==> src/rtl/dmem_arb_pkg.sv <==
// Shared types and constants for the data-memory arbiter.
// States, requester ids, default widths and the word-alignment helper.
package dmem_arb_pkg;

    typedef enum logic [1:0] {
        IDLE   = 2'd0,
        ACCESS = 2'd1,
        ACK    = 2'd2
    } arb_state_e;

    localparam logic REQ_CORE = 1'b0;
    localparam logic REQ_DBG  = 1'b1;

    localparam int ADDR_W_DEF = 9;
    localparam int DATA_W_DEF = 32;

    // Wide enough for the whole legal MAX_WAIT range (1..15)
    localparam int WAIT_W = 4;

    // True when a byte address does not point at the start of a word
    function automatic logic addr_misaligned(input logic [1:0] lsb);
        return (lsb != 2'b00);
    endfunction

endpackage

==> src/rtl/dmem_arb_pick.sv <==
// Combinational winner selection and next starvation-counter value.
// Requester 0 wins by default; requester 1 wins when requester 0 is idle
// or once it has lost MAX_WAIT consecutive arbitrations.
module dmem_arb_pick
    import dmem_arb_pkg::*;
#(
    parameter int MAX_WAIT = 4
) (
    input  logic              i_r0_req,
    input  logic              i_r1_req,
    input  logic [WAIT_W-1:0] i_wait_cnt,
    output logic              o_any,
    output logic              o_grant,
    output logic [WAIT_W-1:0] o_wait_nxt
);

    localparam logic [WAIT_W-1:0] MAX_WAIT_C = WAIT_W'(MAX_WAIT);

    // Pick the winner and work out how long requester 1 has been waiting
    always_comb begin
        o_any      = i_r0_req | i_r1_req;
        o_grant    = REQ_CORE;
        o_wait_nxt = i_wait_cnt;
        if (i_r1_req && (!i_r0_req || (i_wait_cnt == MAX_WAIT_C))) begin
            o_grant = REQ_DBG;
        end else begin
            o_grant = REQ_CORE;
        end
        if (!i_r1_req || (o_grant == REQ_DBG)) begin
            o_wait_nxt = 4'd0;
        end else if (i_wait_cnt >= MAX_WAIT_C) begin
            o_wait_nxt = MAX_WAIT_C;
        end else begin
            o_wait_nxt = i_wait_cnt + 4'd1;
        end
    end

endmodule

==> src/rtl/dmem_arbiter.sv <==
// Two-requester arbiter/sequencer in front of a single-port data memory.
// One access at a time: IDLE -> ACCESS (one strobe cycle) -> ACK (one ack cycle).
// Optional build macro DMEM_ARB_ALIGN_CHECK_EN adds r0_err/r1_err and
// completes misaligned requests without touching memory.
module dmem_arbiter
    import dmem_arb_pkg::*;
#(
    parameter int ADDR_W   = ADDR_W_DEF,
    parameter int DATA_W   = DATA_W_DEF,
    parameter int MAX_WAIT = 4
) (
    input  logic              clk,
    input  logic              rst_n,
`ifdef DMEM_ARB_ALIGN_CHECK_EN
    output logic              r0_err,
    output logic              r1_err,
`endif
    input  logic              r0_req,
    input  logic              r0_we,
    input  logic [ADDR_W-1:0] r0_addr,
    input  logic [DATA_W-1:0] r0_wdata,
    output logic              r0_ack,
    output logic [DATA_W-1:0] r0_rdata,
    input  logic              r1_req,
    input  logic              r1_we,
    input  logic [ADDR_W-1:0] r1_addr,
    input  logic [DATA_W-1:0] r1_wdata,
    output logic              r1_ack,
    output logic [DATA_W-1:0] r1_rdata,
    output logic              mem_MemRead,
    output logic              mem_MemWrite,
    output logic [ADDR_W-1:0] mem_addr,
    output logic [DATA_W-1:0] mem_wdata,
    input  logic [DATA_W-1:0] mem_rdata,
    output logic              busy
);

    arb_state_e        r_state;
    arb_state_e        w_state_nxt;
    logic [WAIT_W-1:0] r_wait_cnt;
    logic [WAIT_W-1:0] w_wait_nxt;
    logic              w_any;
    logic              w_grant;
    logic              r_gnt;
    logic              r_we;
    logic              w_win_we;
    logic [ADDR_W-1:0] w_win_addr;
    logic [DATA_W-1:0] w_win_wdata;
    logic              w_misalign;

    dmem_arb_pick #(
        .MAX_WAIT (MAX_WAIT)
    ) u_pick (
        .i_r0_req   (r0_req),
        .i_r1_req   (r1_req),
        .i_wait_cnt (r_wait_cnt),
        .o_any      (w_any),
        .o_grant    (w_grant),
        .o_wait_nxt (w_wait_nxt)
    );

    // Route the winning requester's command fields
    always_comb begin
        w_win_we    = r0_we;
        w_win_addr  = r0_addr;
        w_win_wdata = r0_wdata;
        if (w_grant == REQ_DBG) begin
            w_win_we    = r1_we;
            w_win_addr  = r1_addr;
            w_win_wdata = r1_wdata;
        end else begin
            w_win_we    = r0_we;
            w_win_addr  = r0_addr;
            w_win_wdata = r0_wdata;
        end
    end

    // Misaligned requests bypass memory only when alignment checking is built in
    always_comb begin
`ifdef DMEM_ARB_ALIGN_CHECK_EN
        w_misalign = addr_misaligned(w_win_addr[1:0]);
`else
        w_misalign = 1'b0;
`endif
    end

    // Next-state logic of the access sequencer
    always_comb begin
        w_state_nxt = r_state;
        case (r_state)
            IDLE: begin
                if (w_any) begin
                    w_state_nxt = w_misalign ? ACK : ACCESS;
                end else begin
                    w_state_nxt = IDLE;
                end
            end
            ACCESS:  w_state_nxt = ACK;
            ACK:     w_state_nxt = IDLE;
            default: w_state_nxt = IDLE;
        endcase
    end

    // State register
    always_ff @(posedge clk or negedge rst_n) begin
        if (!rst_n) begin
            r_state <= IDLE;
        end else begin
            r_state <= w_state_nxt;
        end
    end

    // Registered grant, strobes, memory command, acks and returned data
    always_ff @(posedge clk or negedge rst_n) begin
        if (!rst_n) begin
            r_wait_cnt   <= 4'd0;
            r_gnt        <= 1'b0;
            r_we         <= 1'b0;
            mem_MemRead  <= 1'b0;
            mem_MemWrite <= 1'b0;
            mem_addr     <= {ADDR_W{1'b0}};
            mem_wdata    <= {DATA_W{1'b0}};
            r0_ack       <= 1'b0;
            r1_ack       <= 1'b0;
            r0_rdata     <= {DATA_W{1'b0}};
            r1_rdata     <= {DATA_W{1'b0}};
            busy         <= 1'b0;
`ifdef DMEM_ARB_ALIGN_CHECK_EN
            r0_err       <= 1'b0;
            r1_err       <= 1'b0;
`endif
        end else begin
            case (r_state)
                IDLE: begin
                    r_wait_cnt <= w_wait_nxt;
                    if (w_any) begin
                        r_gnt <= w_grant;
                        r_we  <= w_win_we;
                        busy  <= 1'b1;
                        if (w_misalign) begin
                            // Complete at once with an error and no memory traffic
                            if (w_grant == REQ_DBG) begin
                                r1_ack   <= 1'b1;
                                r1_rdata <= {DATA_W{1'b0}};
`ifdef DMEM_ARB_ALIGN_CHECK_EN
                                r1_err   <= 1'b1;
`endif
                            end else begin
                                r0_ack   <= 1'b1;
                                r0_rdata <= {DATA_W{1'b0}};
`ifdef DMEM_ARB_ALIGN_CHECK_EN
                                r0_err   <= 1'b1;
`endif
                            end
                        end else begin
                            mem_MemWrite <= w_win_we;
                            mem_MemRead  <= ~w_win_we;
                            mem_addr     <= w_win_addr;
                            mem_wdata    <= w_win_wdata;
                        end
                    end
                end
                ACCESS: begin
                    mem_MemRead  <= 1'b0;
                    mem_MemWrite <= 1'b0;
                    if (r_gnt == REQ_DBG) begin
                        r1_ack   <= 1'b1;
                        r1_rdata <= r_we ? {DATA_W{1'b0}} : mem_rdata;
`ifdef DMEM_ARB_ALIGN_CHECK_EN
                        r1_err   <= 1'b0;
`endif
                    end else begin
                        r0_ack   <= 1'b1;
                        r0_rdata <= r_we ? {DATA_W{1'b0}} : mem_rdata;
`ifdef DMEM_ARB_ALIGN_CHECK_EN
                        r0_err   <= 1'b0;
`endif
                    end
                end
                ACK: begin
                    r0_ack <= 1'b0;
                    r1_ack <= 1'b0;
                    busy   <= 1'b0;
                end
                default: begin
                    mem_MemRead  <= 1'b0;
                    mem_MemWrite <= 1'b0;
                    r0_ack       <= 1'b0;
                    r1_ack       <= 1'b0;
                    busy         <= 1'b0;
                end
            endcase
        end
    end

endmodule

==> config.mk <==
export PLATFORM = sky130hd
export DESIGN_NAME = dmem_arbiter
export DESIGN_NICKNAME = d
export VERILOG_FILES = /design/src/rtl/dmem_arb_pkg.sv /design/src/rtl/dmem_arb_pick.sv /design/src/rtl/dmem_arbiter.sv
export SDC_FILE = /design/constraint.sdc
export NUM_CORES = 1
export LEC_CHECK = 0
export BUFFER_PORTS_ARGS = -buffer_cell sky130_fd_sc_hd__buf_2
export CAP_MARGIN = 15
export CORE_MARGIN = 2
export CORE_UTILIZATION = 50
export DETAILED_ROUTE_END_ITERATION = 10
export PLACE_DENSITY = 0.79
export RECOVER_POWER = 100
export SLEW_MARGIN = 20
export SYNTH_ARGS = -nofsm -noshare
export SYNTH_HDL_FRONTEND = slang
export SYNTH_SLANG_ARGS = --single-unit
==> constraint.sdc <==
create_clock -name clk -period 3.66 [get_ports clk]
set_input_delay 0.366 -clock clk [delete_from_list [all_inputs] [get_ports clk]]
set_output_delay 0.366 -clock clk [all_outputs]
set_load 0.01 [all_outputs]
== After elaboration in Yosys (flattened, before gate mapping) ==
Cells that the tools add are included.

* $add $sub $neg: 1
* Magnitude comparators: 1
* Equality and inequality tests: 6
* Mux-type cells: 19
* Bitwise gates (word level): 6
* Reduce and logical (&&, ||, !) cells: 13

{| class="wikitable"
|+ Operators with widths
! cell !! number
|-
| 2-to-1 mux 32 bit || 2
|-
| AND reduction 2 bit || 7
|-
| case mux 1 bit (2 select lines) || 5
|-
| 2-to-1 mux 9 bit || 1
|-
| 2-to-1 mux 1 bit || 8
|-
| 2-to-1 mux 4 bit || 2
|-
| NOT 1 bit || 5
|-
| adder 4 x 1 -> 4 bit (second input constant) || 1
|-
| equality test 4 x 3 -> 1 bit (second input constant) || 1
|-
| greater-or-equal comparator 4 x 3 -> 1 bit (second input constant) || 1
|-
| != test 2 bit (second input constant) || 2
|-
| case mux 2 bit (2 select lines) || 1
|-
| equality test 2 x 1 -> 1 bit (second input constant) || 1
|-
| equality test 2 bit (second input constant) || 1
|-
| zero test 1 bit || 2
|-
| zero test 2 bit || 1
|-
| logical OR 1 bit || 2
|-
| != test 2 x 1 -> 1 bit (second input constant) || 1
|-
| logical AND 1 bit || 1
|-
| OR 1 bit || 1
|}

* Flip-flop bits (word level): 118
* Word-level logic and storage cells: 59

== Longest topological paths before layout ==
* Depth in word-level cells: 8
* Depth in mapped cells: 7

== Modules after synthesis ==
Synthesis repeated with hierarchy kept, for this count alone.

* Cell total of the unflattened synthesis: 473
* Area total of the unflattened synthesis: 5,019.8 µm²

{| class="wikitable"
|+ By module, submodules not included
! module !! instances !! cells each !! area an instance (µm²)
|-
| dmem_arbiter || 1 || 457 || 4,904.7
|-
| dmem_arb_pick || 1 || 16 || 115.1
|}

== Worst setup path after synthesis ==
OpenSTA, ideal clock, no wires.

* Path type: reg2reg
* Start point: reg r_wait_cnt[0]
* End point: reg mem_wdata[0]
* Setup time: 0.143 ns
* Arrival time: 1.402 ns
* Required time: 3.517 ns
* Setup slack: 2.115 ns
* Cell stages (with the launch flop): 7
* Path buffers: 1
* Period minus slack after synthesis: 1.545 ns
* Cell sequence: dfrtp_1 inv_1 ha_1 and3b_1 o21ai_2 buf_2 o221ai_1

* Word-level cells in the longest chain between the ends: 5

{| class="wikitable"
|+ RTL lines
! what !! RTL line !! RTL
|-
| start: declaration || dmem_arbiter.sv:40 || <nowiki>logic [WAIT_W-1:0] r_wait_cnt;</nowiki>
|-
| start signal: assignment || dmem_arbiter.sv:135 || <nowiki>r_wait_cnt <= w_wait_nxt;</nowiki>
|-
| equality test 4 x 3 -> 1 bit || dmem_arb_pick.sv:24 || <nowiki>if (i_r1_req && (!i_r0_req || (i_wait_cnt == MAX_WAIT_C))) begin</nowiki>
|-
| logical OR 1 bit || dmem_arb_pick.sv:24 ||
|-
| logical AND 1 bit || dmem_arb_pick.sv:24 ||
|-
| 2-to-1 mux 1 bit || dmem_arb_pick.sv:24 ||
|-
| 2-to-1 mux 32 bit || dmem_arbiter.sv:67 || <nowiki>if (w_grant == REQ_DBG) begin</nowiki>
|-
| end signal: assignment || dmem_arbiter.sv:122 || <nowiki>mem_wdata <= {DATA_W{1'b0}};</nowiki>
|-
| end signal: assignment || dmem_arbiter.sv:159 || <nowiki>mem_wdata <= w_win_wdata;</nowiki>
|-
| end: declaration || dmem_arbiter.sv:33 || <nowiki>output logic [DATA_W-1:0] mem_wdata,</nowiki>
|}

No other way between the ends.
A chain may end at the register's enable or synchronous reset.

==> out/results.ini <==
[worst_setup_path]
crit_buf_inv=3
r2r_cells=4
path_max_fanout=89
r2r_slack_ns=1.14
critPathSlowestCell=clkbuf_2
worstPathArrival_ns=3.11
end_kind=async pin
crit_family=buffers and inverters
crit_path_start_kind=input pin
r2r_end=r_wait_cnt[2]$_DFFE_PN0P_
r2r-start=r_state[1]$_DFF_PN0_
worstSetupPathType=in2async
worstPathRequired_ns=4.23
cp_cell_sequence=dlygate4sd3_1, clkbuf_2, clkbuf_1
slowest_delay_ns=1.54

[run_status]
failed_checks=max-capacitance violations, max-slew violations
status=finished with violations

[sta]
clock.fmax_mhz=393
slew_viol_final=156
setup_viol=0
min_period_over_period=0.695
rsz0062_at_grt=no
fin_worst_skew_ns=0.00667
finalHoldViolCount=0
setup_tns_ns=0
min_period_ns=2.54
hold_ws_ns=0.118
slew_headroom=-0.468
worstMarginPinSlew_ns=2.20

[global_routing]
first_global_vias=4802
overflow=0
antenna_found_initial=0
grt_usage=0.250
grt_max_degree=90
grt_pass1_wl_mm=23.1

[hold_path]
min_from=r0_wdata[28]
hold_path_end=mem_wdata[28]$_DFFE_PN0P_
hold_depth=3
hold_path_class=in2reg

[yosys]
synth_most_common_cell=dfrtp_1
yosys_register_bits=118
yosys.area.top_type=dfrtp_1
synth-seq-area-share=0.539
syn_inst=539
synth-edff-count=0
syn-num-nets=661
ys.flop_type=dfrtp_1
avgSynthCellArea_um2=10.2
synth_cell_type_count=34
syn_area_um2=5470
yosys_warnings=0
yosysTopAreaCellShare=0.539
ys_top_cells_by_count=118 x dfrtp_1, 67 x nand2_1, 63 x o21ai_0, 48 x inv_1, 44 x nand3_1
ys_async_sr_fraction=1.00
ys_top_cells_by_area=dfrtp_1 54%, o221ai_2 10%, o21ai_0 5.8%, nand4_1 4.7%, nand2_1 4.6%

[floorplanning]
io_pins=230
initial_core_util=0.509
dieWidth_um=109
coreArea_um2=10700
die_y_um=109
std_cell_rows=38
die-area_um2=11800

[power]
comb_power_share=0.346
p_switching_uw=2200
ir_worst_vdd_v=0.000432
switching_share=0.374
internal-power_uw=3680
power_frac_clock=0.292
seqPwrFrac=0.362
powerDensity_nw_per_um2=847
p_leak_uw=0.00321

[detailed_routing]
remaining_drc_errors=0
vias_per_cell=5.48
drtIter0Drc=341
ant_nets=0
wirelength_mm=14.7
wl_per_cell_um=16.3
drtPass1Iterations=5
vias=4931

[final_layout]
finish.net_count=868
drive_gt1_frac=0.225
layoutNonFillerInstCount=899
fin_area_um2=6940
final_core_util=0.645
area_growth_pct=26.7
nFillCells=969
antenna_cells=0

[clock_tree]
numClockSinks=118
clock_latency_ns=0.51
cts_tree=yes
cts_buffers=17
clock_path_buffers=2
cts_resized=0
clkTransAtPathRegs_ns=0.06
clock-root-buffer=clkbuf_8
cts_max_level=4

[place]
dp_hpwl_mm=9.73
numPortBuffers=229
place_congestion=0.768
place_area_um2=6630
place_inst=866

[flow_run]
maxCapViolCount=2

[power groups by stage]
stage | sequential, µW | clock (µW) | combinational (µW)
2_1_floorplan | 2280 | 0 | 1390
3_5_place_dp | 2130 | 0 | 2340
4_1_cts | 2110 | 1750 | 2350
5_1_grt | 2190 | 1810 | 2290
3_3_place_gp | 2110 | 0 | 2240
6_report | 2130 | 1720 | 2030
[layer usage]
metal / routed length (µm) / GRT usage
met5: 0 / 0
met4: 321 / 0.106
met3: 1140 / 0.0616
met2: 7180 / 0.406
met1: 6030 / 0.319
[flip-flops by register name, indices dropped and copies added, names as in the netlist, 2 cells and up]
name,count
r_wait_cnt,4
r_state,2
mem_wdata,32
mem_addr,9
r0_rdata,32
r1_rdata,32
[final cells by class]
type,instances,area [µm²],share of cell area
clock buffer,23,467,0.0673
clock inverter,9,148,0.0213
inverter,48,180,0.0260
multi-input combinational,322,1940,0.279
sequential,118,2950,0.426
tap,140,175,0.0253
timing repair buffer,239,1080,0.155
[cells in the final DEF (no fill, tap or decap), types with 2 or more instances in the layout]
cell and instances:
o21ai_0 67, inv_1 48, clkbuf_2 3, nand2_1 67, nor2b_1 2, clkinv_2 4, a21oi_1 2, clkbuf_8 4
dfrtp_1 118, nand4_1 41, clkbuf_16 16, mux2i_1 2, bufinv_16 4, a31oi_1 2, nand2b_1 34, buf_2 118
o221ai_2 10, buf_4 6, ha_1 2, nand3_1 44, clkbuf_1 114, a21o_1 2, o221ai_1 31
[kinds of logic after synthesis]
group,count (synthesis),synth area share
adder cells (fa/ha/maj),2,0.00457
flip-flops,118,0.539
AND/OR/NAND/NOR,197,0.186
AO/OA/AOI/OAI,120,0.185
buffers and inverters,99,0.0786
multiplexers,3,0.00571
[stage by stage]
stage	power, µW	setup slack [ns]
finish	5880	1.12
global route	6290	0.627
CTS	6210	1.36
detailed placement	4470	1.38
global placement	4350	1.45
floorplan	3660	2.12
[how the worst max path moves through the flow]
stage                     depth (start not counted)                        to                 startpoint  slack [ns]
after floorplan                                   6  mem_wdata[0]$_DFFE_PN0P_  r_wait_cnt[0]$_DFFE_PN0P_        2.12
after global placement                            6  mem_wdata[1]$_DFFE_PN0P_  r_wait_cnt[0]$_DFFE_PN0P_        1.45
after detailed placement                          6   mem_addr[8]$_DFFE_PN0P_  r_wait_cnt[0]$_DFFE_PN0P_        1.38
after CTS                                         6  mem_wdata[0]$_DFFE_PN0P_  r_wait_cnt[0]$_DFFE_PN0P_        1.36
after global routing                              3  r1_rdata[14]$_DFFE_PN0P_                      rst_n        0.63
final                                             3  r1_rdata[14]$_DFFE_PN0P_                      rst_n        1.12
[tightest hold or removal path, cell delays in order]
cell	delay, ns
buf_2	0.07
nand4_1	0.07
o221ai_1	0.07
[what timing repair did]
item,in CTS,in global routing
hold buffers,0,1
buffers inserted,0,0
hold endpoints to repair,0,21
endpoints found under the setup margin,0,0
Power figures use the tool's default switching activity.
